$ cat src/rtl/selftest_harness.sv
// selftest_harness: built-in write/readback memory self-test.
// Fills an internal RAM with an LFSR pattern and reads it back for PASSES
// passes. Odd passes write the complemented pattern. io_success rises when
// every pass matches; io_failure rises on the first mismatch. Both are
// sticky until reset.
// Optional feature macro: HARNESS_ERR_INJECT_EN flips bit 0 of the pass-0
// word written to address DEPTH/2, so the readback must fail.
module selftest_harness #(
    parameter int          DEPTH  = 16,
    parameter int          WIDTH  = 32,
    parameter int          PASSES = 2,
    parameter logic [31:0] SEED   = 32'h1
) (
    input  logic clock,
    input  logic reset,
    output logic io_success,
    output logic io_failure
);

    localparam int          AW       = (DEPTH > 1) ? $clog2(DEPTH) : 1;
    localparam int          PW       = (PASSES > 1) ? $clog2(PASSES) : 1;
    localparam logic [31:0] SEED_EFF = (SEED == 32'h0) ? 32'h1 : SEED;
    localparam logic [31:0] TAPS     = 32'h80200003;

    localparam logic [2:0] S_WRITE = 3'd0;
    localparam logic [2:0] S_READ  = 3'd1;
    localparam logic [2:0] S_DRAIN = 3'd2;
    localparam logic [2:0] S_DONE  = 3'd3;
    localparam logic [2:0] S_FAIL  = 3'd4;

    logic [2:0]       state;
    logic [AW-1:0]    addr;
    logic [PW-1:0]    pass;
    logic [31:0]      lfsr;
    logic [31:0]      lfsr_next;
    // LFSR value at the start of the current pass; readback re-walks from here.
    logic [31:0]      pass_seed;
    logic [WIDTH-1:0] mem [DEPTH];
    logic [WIDTH-1:0] pat;
    logic [WIDTH-1:0] wr_data;
    logic [WIDTH-1:0] rd_data;
    logic [WIDTH-1:0] exp_data;
    logic             rd_valid;
    logic             mismatch;
    logic             last_addr;

    // Galois LFSR step and the per-pass data pattern.
    always_comb begin
        lfsr_next = lfsr[0] ? ((lfsr >> 1) ^ TAPS) : (lfsr >> 1);
        pat       = pass[0] ? ~lfsr[WIDTH-1:0] : lfsr[WIDTH-1:0];
        last_addr = (addr == AW'(DEPTH - 1));
        mismatch  = rd_valid && (rd_data != exp_data);
    end

`ifdef HARNESS_ERR_INJECT_EN
    // Corrupt one pass-0 word so the readback comparison is forced to fail.
    always_comb begin
        wr_data = pat;
        if ((pass == '0) && (addr == AW'(DEPTH / 2)))
            wr_data = pat ^ WIDTH'(1);
    end
`else
    // Write data is the plain pattern.
    always_comb begin
        wr_data = pat;
    end
`endif

    // Synchronous single-port RAM: write in WRITE, registered read every cycle.
    always_ff @(posedge clock) begin
        if (reset && (state == S_WRITE))
            mem[addr] <= wr_data;
        rd_data <= mem[addr];
    end

    // Test sequencer: write pass, readback pass with one-cycle compare pipe.
    always_ff @(posedge clock) begin
        if (!reset) begin
            state      <= S_WRITE;
            addr       <= '0;
            pass       <= '0;
            lfsr       <= SEED_EFF;
            pass_seed  <= SEED_EFF;
            rd_valid   <= 1'b0;
            exp_data   <= '0;
            io_success <= 1'b0;
            io_failure <= 1'b0;
        end else begin
            rd_valid <= (state == S_READ) && !mismatch;
            exp_data <= pat;
            case (state)
                S_WRITE: begin
                    addr <= addr + AW'(1);
                    if (last_addr) begin
                        lfsr  <= pass_seed;
                        state <= S_READ;
                    end else begin
                        lfsr <= lfsr_next;
                    end
                end
                S_READ: begin
                    if (mismatch) begin
                        state      <= S_FAIL;
                        io_failure <= 1'b1;
                    end else begin
                        lfsr <= lfsr_next;
                        addr <= addr + AW'(1);
                        if (last_addr)
                            state <= S_DRAIN;
                    end
                end
                S_DRAIN: begin
                    if (mismatch) begin
                        state      <= S_FAIL;
                        io_failure <= 1'b1;
                    end else if (int'(pass) < PASSES - 1) begin
                        pass      <= pass + PW'(1);
                        pass_seed <= lfsr;
                        state     <= S_WRITE;
                    end else begin
                        state      <= S_DONE;
                        io_success <= 1'b1;
                    end
                end
                default: begin
                end
            endcase
        end
    end

endmodule

$ cat config.mk
export PLATFORM = sky130hd
export DESIGN_NAME = selftest_harness
export DESIGN_NICKNAME = d
export VERILOG_FILES = /design/src/rtl/selftest_harness.sv
export SDC_FILE = /design/constraint.sdc
export NUM_CORES = 1
export LEC_CHECK = 0
export CAP_MARGIN = 20
export CORE_ASPECT_RATIO = 1.4
export CORE_MARGIN = 1.5
export CORE_UTILIZATION = 30
export CTS_CLUSTER_DIAMETER = 30
export DETAILED_ROUTE_END_ITERATION = 6
export SLEW_MARGIN = 40
export SYNTH_ARGS = -nofsm -noshare
export SYNTH_HDL_FRONTEND = slang
export SYNTH_SLANG_ARGS = --single-unit
$ cat constraint.sdc
create_clock -name clock -period 11.2 [get_ports clock]
set_input_delay 2.24 -clock clock [delete_from_list [all_inputs] [get_ports clock]]
set_output_delay 2.24 -clock clock [all_outputs]
set_load 0.03 [all_outputs]
==> summary.md, run 1 <==
| Metric | Value |
|---|---|
| Post-Synthesis Mean Instance Area | 18.9 um2 |
| Post-synthesis cell area | 24800 um2 |
| Cells after Synth | 1312 |
| Io pins | 4 |
| Min cycle time layout | 4320 ps |
| CP Cell Sequence | buf_4 -> buf_4 -> inv_1 -> buf_4 -> nor4_2 -> buf_4 |
| FILL cells | 7455 |
| Main flop type after synthesis | edfxtp_1 |
| CP Class | input port to flop |
| Synth top area share | 61.9% |
| Reg2Reg Launch Point | state[2]$_SDFFE_PN0P_ |
| DR WL/cell | 20.9 um |
| CTS max path bufs | 3 |
| Worst min path class | flop to flop |
| Remaining routing DRC violations | 0 |
| R2R Path End | mem[0][21]$_DFFE_PP_ |
| Congestion Overflow GR | 0 |
| All-Layer GR Usage | 12.6% |
| Family with the most delay on the worst path | buffers and inverters |
| Req. time, crit path | 11430 ps |
| Fin crit share | 38.6% |
| Vias per inst | 4.76 |
| Post-synth EDFFs | 512 |
| Slew at the pin with the worst max-slew slack | 789 ps |
| Fraction of registers with async set/reset | 0% |
| Cts hold-fix bufs | 0 |
| CP arrival | 4550 ps |
| Worst-path clk slew | 60 ps |
| HP Start | io_failure$_SDFFE_PN0P_ |
| Syn nets | 1318 |
| Final Max Slew Viols | 0 |
| Seq/Total Area, Yosys | 73.1% |
| Pleak | 9.54 nW |
| Final HPWL DP | 31.0 mm |
| ANT nets after route | 0 |
| Layout cells sized above 1 | 29.3% |
| Initial Util | 30.4% |
| Ys Warns | 0 |
| Vias in the first global route | 12.8k |
| TritonCTS clock tree | built |
| Slowest cell delay on critical path | 670 ps |
| Area post-placement | 26700 um2 |
| Core area | 81800 um2 |
| Largest net degree at the start of global routing | 76 |
| Most common cell after layout, fill and taps aside | edfxtp_1 |
| Post_cts resized | 0 |
| Synthesis-to-finish area growth | 18.3% |
| Root buffer cell | clkbuf_16 |
| Pre-CTS WS | 6230 ps |
| Met3 wire length | 2.31 mm |
| Most frequent cells in the layout | edfxtp_1 (512), mux4_2 (160), dfxtp_1 (134), clkbuf_16 (85), nand2_1 (72) |
| Yosys reg bits | 651 |
| Synth top area cells | edfxtp_1 (62%), mux4_2 (15%), dfxtp_1 (11%), xor2_1 (2.3%), mux2i_1 (1.4%) |
| CTS sink cnt | 651 |
| Critical path endpoint category | flop |
| Die Area | 84500 um2 |
| Global-route wire length before repair | 80.0 mm |
| Worst min-delay path endpoint | io_failure$_SDFFE_PN0P_ |
| Chip height | 343 um |
| Design area | 29400 um2 |
| Reg2Reg Depth | 5 |
| Met2 WL post-DR | 27.5 mm |
| Nets | 1371 |
| # H-tree levels | 3 |
| Leading area contributor after synthesis | edfxtp_1 |
| Width of the die | 246 um |
| Worst setup margin | 6880 ps |
| Final Skew | 18.5 ps |
| CP max FO | 75 |
| Worst Hold Depth | 2 |
| Critical Path Start Type | input port |
| M1 wire length | 21.1 mm |
| DR top layer | met4 |
| DRT Pass-1 Iters | 4 |
| Total power | 5.50 mW |
| Clk Latency, worst-skew pair | 610 ps |
| Maximum VDD drop | 123 uV |
| Inserted Clock Buffers | 79 |
| Setup TNS | 0 ps |
| DP Cell Count | 2355 |
| CP bufs+invs | 5 |
| Maxcap violations | 0 |
| Final non-filler cell total | 2500 |
| Distinct cell type count after synthesis | 35 |
| Vias | 11.9k |
| Reg2reg setup slack | 7920 ps |
| Row Count | 124 |
| WL final | 52.3 mm |
| CP most frequent cell | buf_4 |
| Final Wtd Congestion | 0.736 |
| Status | complete, no violations |
| Antenna violations before repair | 0 |
| Worst path slowest cell | buf_4 |
| Hold Violations, Final | 0 |
| Port Buffer Count | 3 |
| Worst slew margin | 47.4% |
| 1st-iter DRT viols | 1011 |
| # diodes | 0 |
| FMAX | 231 MHz |
| Postcts setup bufs | 0 |
| PD cells | 187 nW/um2 |
| RSZ-0062 raised after global routing | false |
| Final Setup Violations | 0 |
[metrics by stage]
| stage | hold WS [ps] | utilization (%) |
|---|---|---|
| 2_1_floorplan | 431 | - |
| 3_3_place_gp | 438 | 32.2 |
| 3_5_place_dp | 444 | 32.6 |
| 4_1_cts | 455 | 35.9 |
| 5_1_grt | 470 | 35.9 |
| 6_report | 453 | 35.9 |
[cell usage after synthesis (17+ instances only)]
cell type	instances
edfxtp_1	512
mux4_2	160
dfxtp_1	139
nand2_1	72
clkbuf_1	67
xor2_1	65
a21oi_1	43
nand3_1	38
o21ai_0	37
mux2i_1	35
and2_1	33
mux2_2	29
nor2_1	17
[logic make-up after synthesis]
group / after synthesis / synth area share (%)
flops: 651 / 73.1
fa+ha+maj: 4 / 0.202
mux: 224 / 17.2
compound gates: 89 / 2.00
simple gates: 185 / 3.55
xor+xnor: 67 / 2.36
buf+inv: 92 / 1.50
[how the worst max path moves through the flow]
stage | end | slack [ps] | cells after the start | start
3_5_place_dp | mem[15][22]$_DFFE_PP_ | 6230 | 6 | reset
6_report | mem[15][20]$_DFFE_PP_ | 6880 | 6 | reset
5_1_grt | mem[15][30]$_DFFE_PP_ | 6730 | 6 | reset
4_1_cts | mem[15][20]$_DFFE_PP_ | 6860 | 6 | reset
3_3_place_gp | mem[15][22]$_DFFE_PP_ | 6150 | 6 | reset
2_1_floorplan | mem[15][0]$_DFFE_PP_ | 4780 | 4 | reset
[per-layer routing]
layer	global-route usage, %	vias to the layer above
li1	-	5276
met1	15.0	6301
met2	22.3	241
met3	2.67	79
met4	4.60	0
met5	0	-
[power by group]
group | switching, mW | internal (mW) | leakage [nW] | total, mW
clock network | 1.02 | 1.55 | 1.28 | 2.57
logic | 0.140 | 0.125 | 2.38 | 0.265
registers | 0.0278 | 2.64 | 5.88 | 2.67
total | 1.19 | 4.32 | 9.54 | 5.50
[flip-flops by register name (all words and copies together) (netlist names)]
signal / cells
exp_data: 32
mem: 512
io_failure: 1
addr: 4
lfsr: 32
rd_valid: 1
io_success: 1
pass_seed: 32
pass: 1
state: 3
rd_data: 32
[worst min-delay path: stages, from the launching register on]
cell and delay, ps:
dfxtp_1 310, inv_1 50, a21oi_1 50
[layout make-up]
type	count	area, um2	share of cell area (%)
Timing Repair Buffer	58	564	1.92
Sequential cell	651	18200	61.9
Clock buffer	96	2170	7.38
Multi-Input combinational cell	569	6570	22.4
Inverter	6	22.5	0.0767
Clock inverter	49	526	1.79
Tap cell	1071	1340	4.56
(Power assumes the default switching activity.)
==> run 2: changes to the inputs <==
- clock period: 11.2 -> 4.04 ns (I/O delays scaled with it)
==> run 2 against run 1 <==
Against the previous run: routed wire length increased by 5.6%; utilization increased by 0.18 points; die area unchanged; non-clock buffer count increased by 2; register-to-register slack got worse by 7200 ps; clock-buffer cell count decreased by 1; design area increased by 0.51%; combinational power increased to 2.7 times the previous value; clock power increased to 2.9 times the previous value; worst setup slack got worse by 6100 ps; sequential power increased to 2.8 times the previous value; cell count increased by 0.24%; critical path type is now flop to flop.
==> summary.md, run 2 (synthesized netlist as in run 1, its figures left out) <==
| Metric | Value |
|---|---|
| Initial Util | 30.4% (unchanged) |
| Worst min-delay path endpoint | pass_seed[23]$_SDFFE_PN0P_ |
| Worst slew margin | 47.8% (+0.48 points) |
| Largest net degree at the start of global routing | 100 (+32%) |
| HP Start | pass_seed[23]$_SDFFE_PN0P_ |
| R2R Path End | pass_seed[31]$_SDFFE_PN0P_ |
| RSZ-0062 raised after global routing | false |
| Fin crit share | 81.6% |
| Cts hold-fix bufs | 0 (unchanged) |
| Remaining routing DRC violations | 0 (unchanged) |
| Width of the die | 246 um (unchanged) |
| Chip height | 343 um (unchanged) |
| FILL cells | 7420 (-0.47%) |
| Core area | 81800 um2 (unchanged) |
| Worst hold slack | 454 ps (+0.519 ps) |
| CP Cell Sequence | xor2_1 -> nor4_1 -> nand4_1 -> or2_1 -> a2111oi_4 -> buf_4 -> mux2i_1 |
| Congestion Overflow GR | 0 (unchanged) |
| Maxcap violations | 0 (unchanged) |
| CP max FO | 32 (-57%) |
| Port Buffer Count | 3 (unchanged) |
| Req. time, crit path | 4570 ps (-6860 ps) |
| DP Cell Count | 2357 (+0.085%) |
| Number of flip-flops under the largest register name | 512 (unchanged) |
| Setup TNS | 0 ps (unchanged) |
| Worst-path clk slew | 60 ps (about the same) |
| 1st-iter DRT viols | 1009 (-0.20%) |
| Reg2Reg Launch Point | exp_data[26]$_SDFF_PN0_ |
| Most frequent cells in the layout | edfxtp_1 (512), mux4_2 (160), dfxtp_1 (134), clkbuf_16 (82), nand2_1 (72) |
| Die Area | 84500 um2 (unchanged) |
| Vias in the first global route | 13.0k (+1.4%) |
| Io pins | 4 (unchanged) |
| CP arrival | 3830 ps (-720 ps) |
| Root buffer cell | clkbuf_16 |
| Maximum VDD drop | 278 uV (+130%) |
| Hold Violations, Final | 0 (unchanged) |
| DRT Pass-1 Iters | 6 (+2) |
| Vias | 12.0k (+0.84%) |
| Reg2reg setup slack | 750 ps (-7170 ps) |
| CP Class | flop to flop |
| Critical Path Start Type | flop |
| Pleak | 9.60 nW (+0.65%) |
| Slew at the pin with the worst max-slew slack | 782 ps (-7.15 ps) |
| # H-tree levels | 3 (unchanged) |
| Inserted Clock Buffers | 80 (+1.3%) |
| Worst min path class | flop to flop |
| Nets | 1374 (+0.22%) |
| Worst path slowest cell | nor4_1 |
| FMAX | 304 MHz |
| DR WL/cell | 22.0 um (+5.3%) |
| Final Wtd Congestion | 0.737 (about the same) |
| TritonCTS clock tree | built |
| ANT nets after route | 0 (unchanged) |
| PD cells | 524 nW/um2 (+180%) |
| Final HPWL DP | 31.1 mm (+0.38%) |
| Final Max Slew Viols | 0 (unchanged) |
| Postcts setup bufs | 0 (unchanged) |
| Reg2Reg Depth | 7 (+2) |
| Synthesis-to-finish area growth | 18.9% |
| Final Setup Violations | 0 (unchanged) |
| All-Layer GR Usage | 13.3% (+0.70 points) |
| Worst Hold Depth | 2 (unchanged) |
| Antenna violations before repair | 0 (unchanged) |
| Clk Latency, worst-skew pair | 630 ps (+20 ps) |
| Vias per inst | 4.79 (+0.60%) |
| Status | complete, no violations |
| # diodes | 0 (unchanged) |
| CTS max path bufs | 3 (unchanged) |
| Post_cts resized | 0 (unchanged) |
| Min cycle time layout | 3290 ps |
| WL final | 55.2 mm (+5.6%) |
| Final non-filler cell total | 2506 (+0.24%) |
| Final Skew | 28.2 ps (+9.63 ps) |
| Biggest register | mem |
| Critical path endpoint category | flop |
| Layout cells sized above 1 | 30.0% (+0.78 points) |
| Slowest cell delay on critical path | 610 ps (-60 ps) |
| Row Count | 124 (unchanged) |
| Most common cell after layout, fill and taps aside | edfxtp_1 |
| CTS sink cnt | 651 (unchanged) |
| Global-route wire length before repair | 83.0 mm (+3.8%) |
-- run 2: cell count changes in the layout (fill, tap and decap cells not counted), sizes merged --
| cell | delta |
|---|---|
| buf | +3 |
| inv | +4 |
| clkinvlp | -6 |
| clkinv | +7 |
| clkbuf | -2 |
-- run 2: layer usage --
metal / global-route usage [%] / routed length [um] / vias to the layer above
met5: 0 / 0 / -
met4: 6.12 / 2040 / 0
met3: 1.89 / 2120 / 103
met2: 24.1 / 29800 / 284
met1: 15.5 / 21200 / 6322
li1: - / - / 5288
-- run 2: area by class of cell --
cell class | count | area [um2] | share of cell area, %
Clock buffer | 95 | 2150 | 7.29
Clock inverter | 54 | 654 | 2.22
Inverter | 6 | 22.5 | 0.0763
Multi-Input combinational cell | 569 | 6580 | 22.3
Sequential cell | 651 | 18200 | 61.6
Tap cell | 1071 | 1340 | 4.54
Timing Repair Buffer | 60 | 584 | 1.98
-- run 2: how the worst max path moves through the flow --
stage,from,to,slack (ps)
global placement,exp_data[26]$_SDFF_PN0_,pass_seed[31]$_SDFFE_PN0P_,1030
floorplan,reset,mem[15][0]$_DFFE_PP_,390
detailed placement,exp_data[20]$_SDFF_PN0_,pass_seed[31]$_SDFFE_PN0P_,870
global route,exp_data[26]$_SDFF_PN0_,pass_seed[4]$_SDFFE_PN0P_,630
finish,exp_data[26]$_SDFF_PN0_,pass_seed[31]$_SDFFE_PN0P_,750
CTS,exp_data[20]$_SDFF_PN0_,pass_seed[31]$_SDFFE_PN0P_,830
-- run 2: critical path: cells and delay by family, from the launching register on --
| family | cells | cell delay [ps] |
|---|---|---|
| AOI/OAI and AO/OA | 1 | 380 |
| xor gates and xnor gates | 1 | 150 |
| and+or+nand+nor | 3 | 1510 |
| DFF | 1 | 300 |
| muxes | 1 | 270 |
| buffers and inverters | 1 | 540 |
-- run 2: metrics by stage --
stage          worst slack (ps)  cell area (um2)  total power, mW  utilization, %
2_1_floorplan               394            24800             8.05               -
3_3_place_gp               1030            26600             8.29            32.5
3_5_place_dp                871            26700             8.30            32.7
4_1_cts                     833            29500             15.6            36.1
5_1_grt                     633            29500             15.9            36.1
6_report                    745            29500             15.5            36.1
-- run 2: power breakdown --
part           total (mW)  internal (mW)  switching, mW  leakage [nW]
sequential           7.43           7.33          0.100          5.88
combinational       0.714          0.348          0.366          2.36
clock                7.33           4.33           3.00          1.35
total                15.5           12.0           3.47          9.60
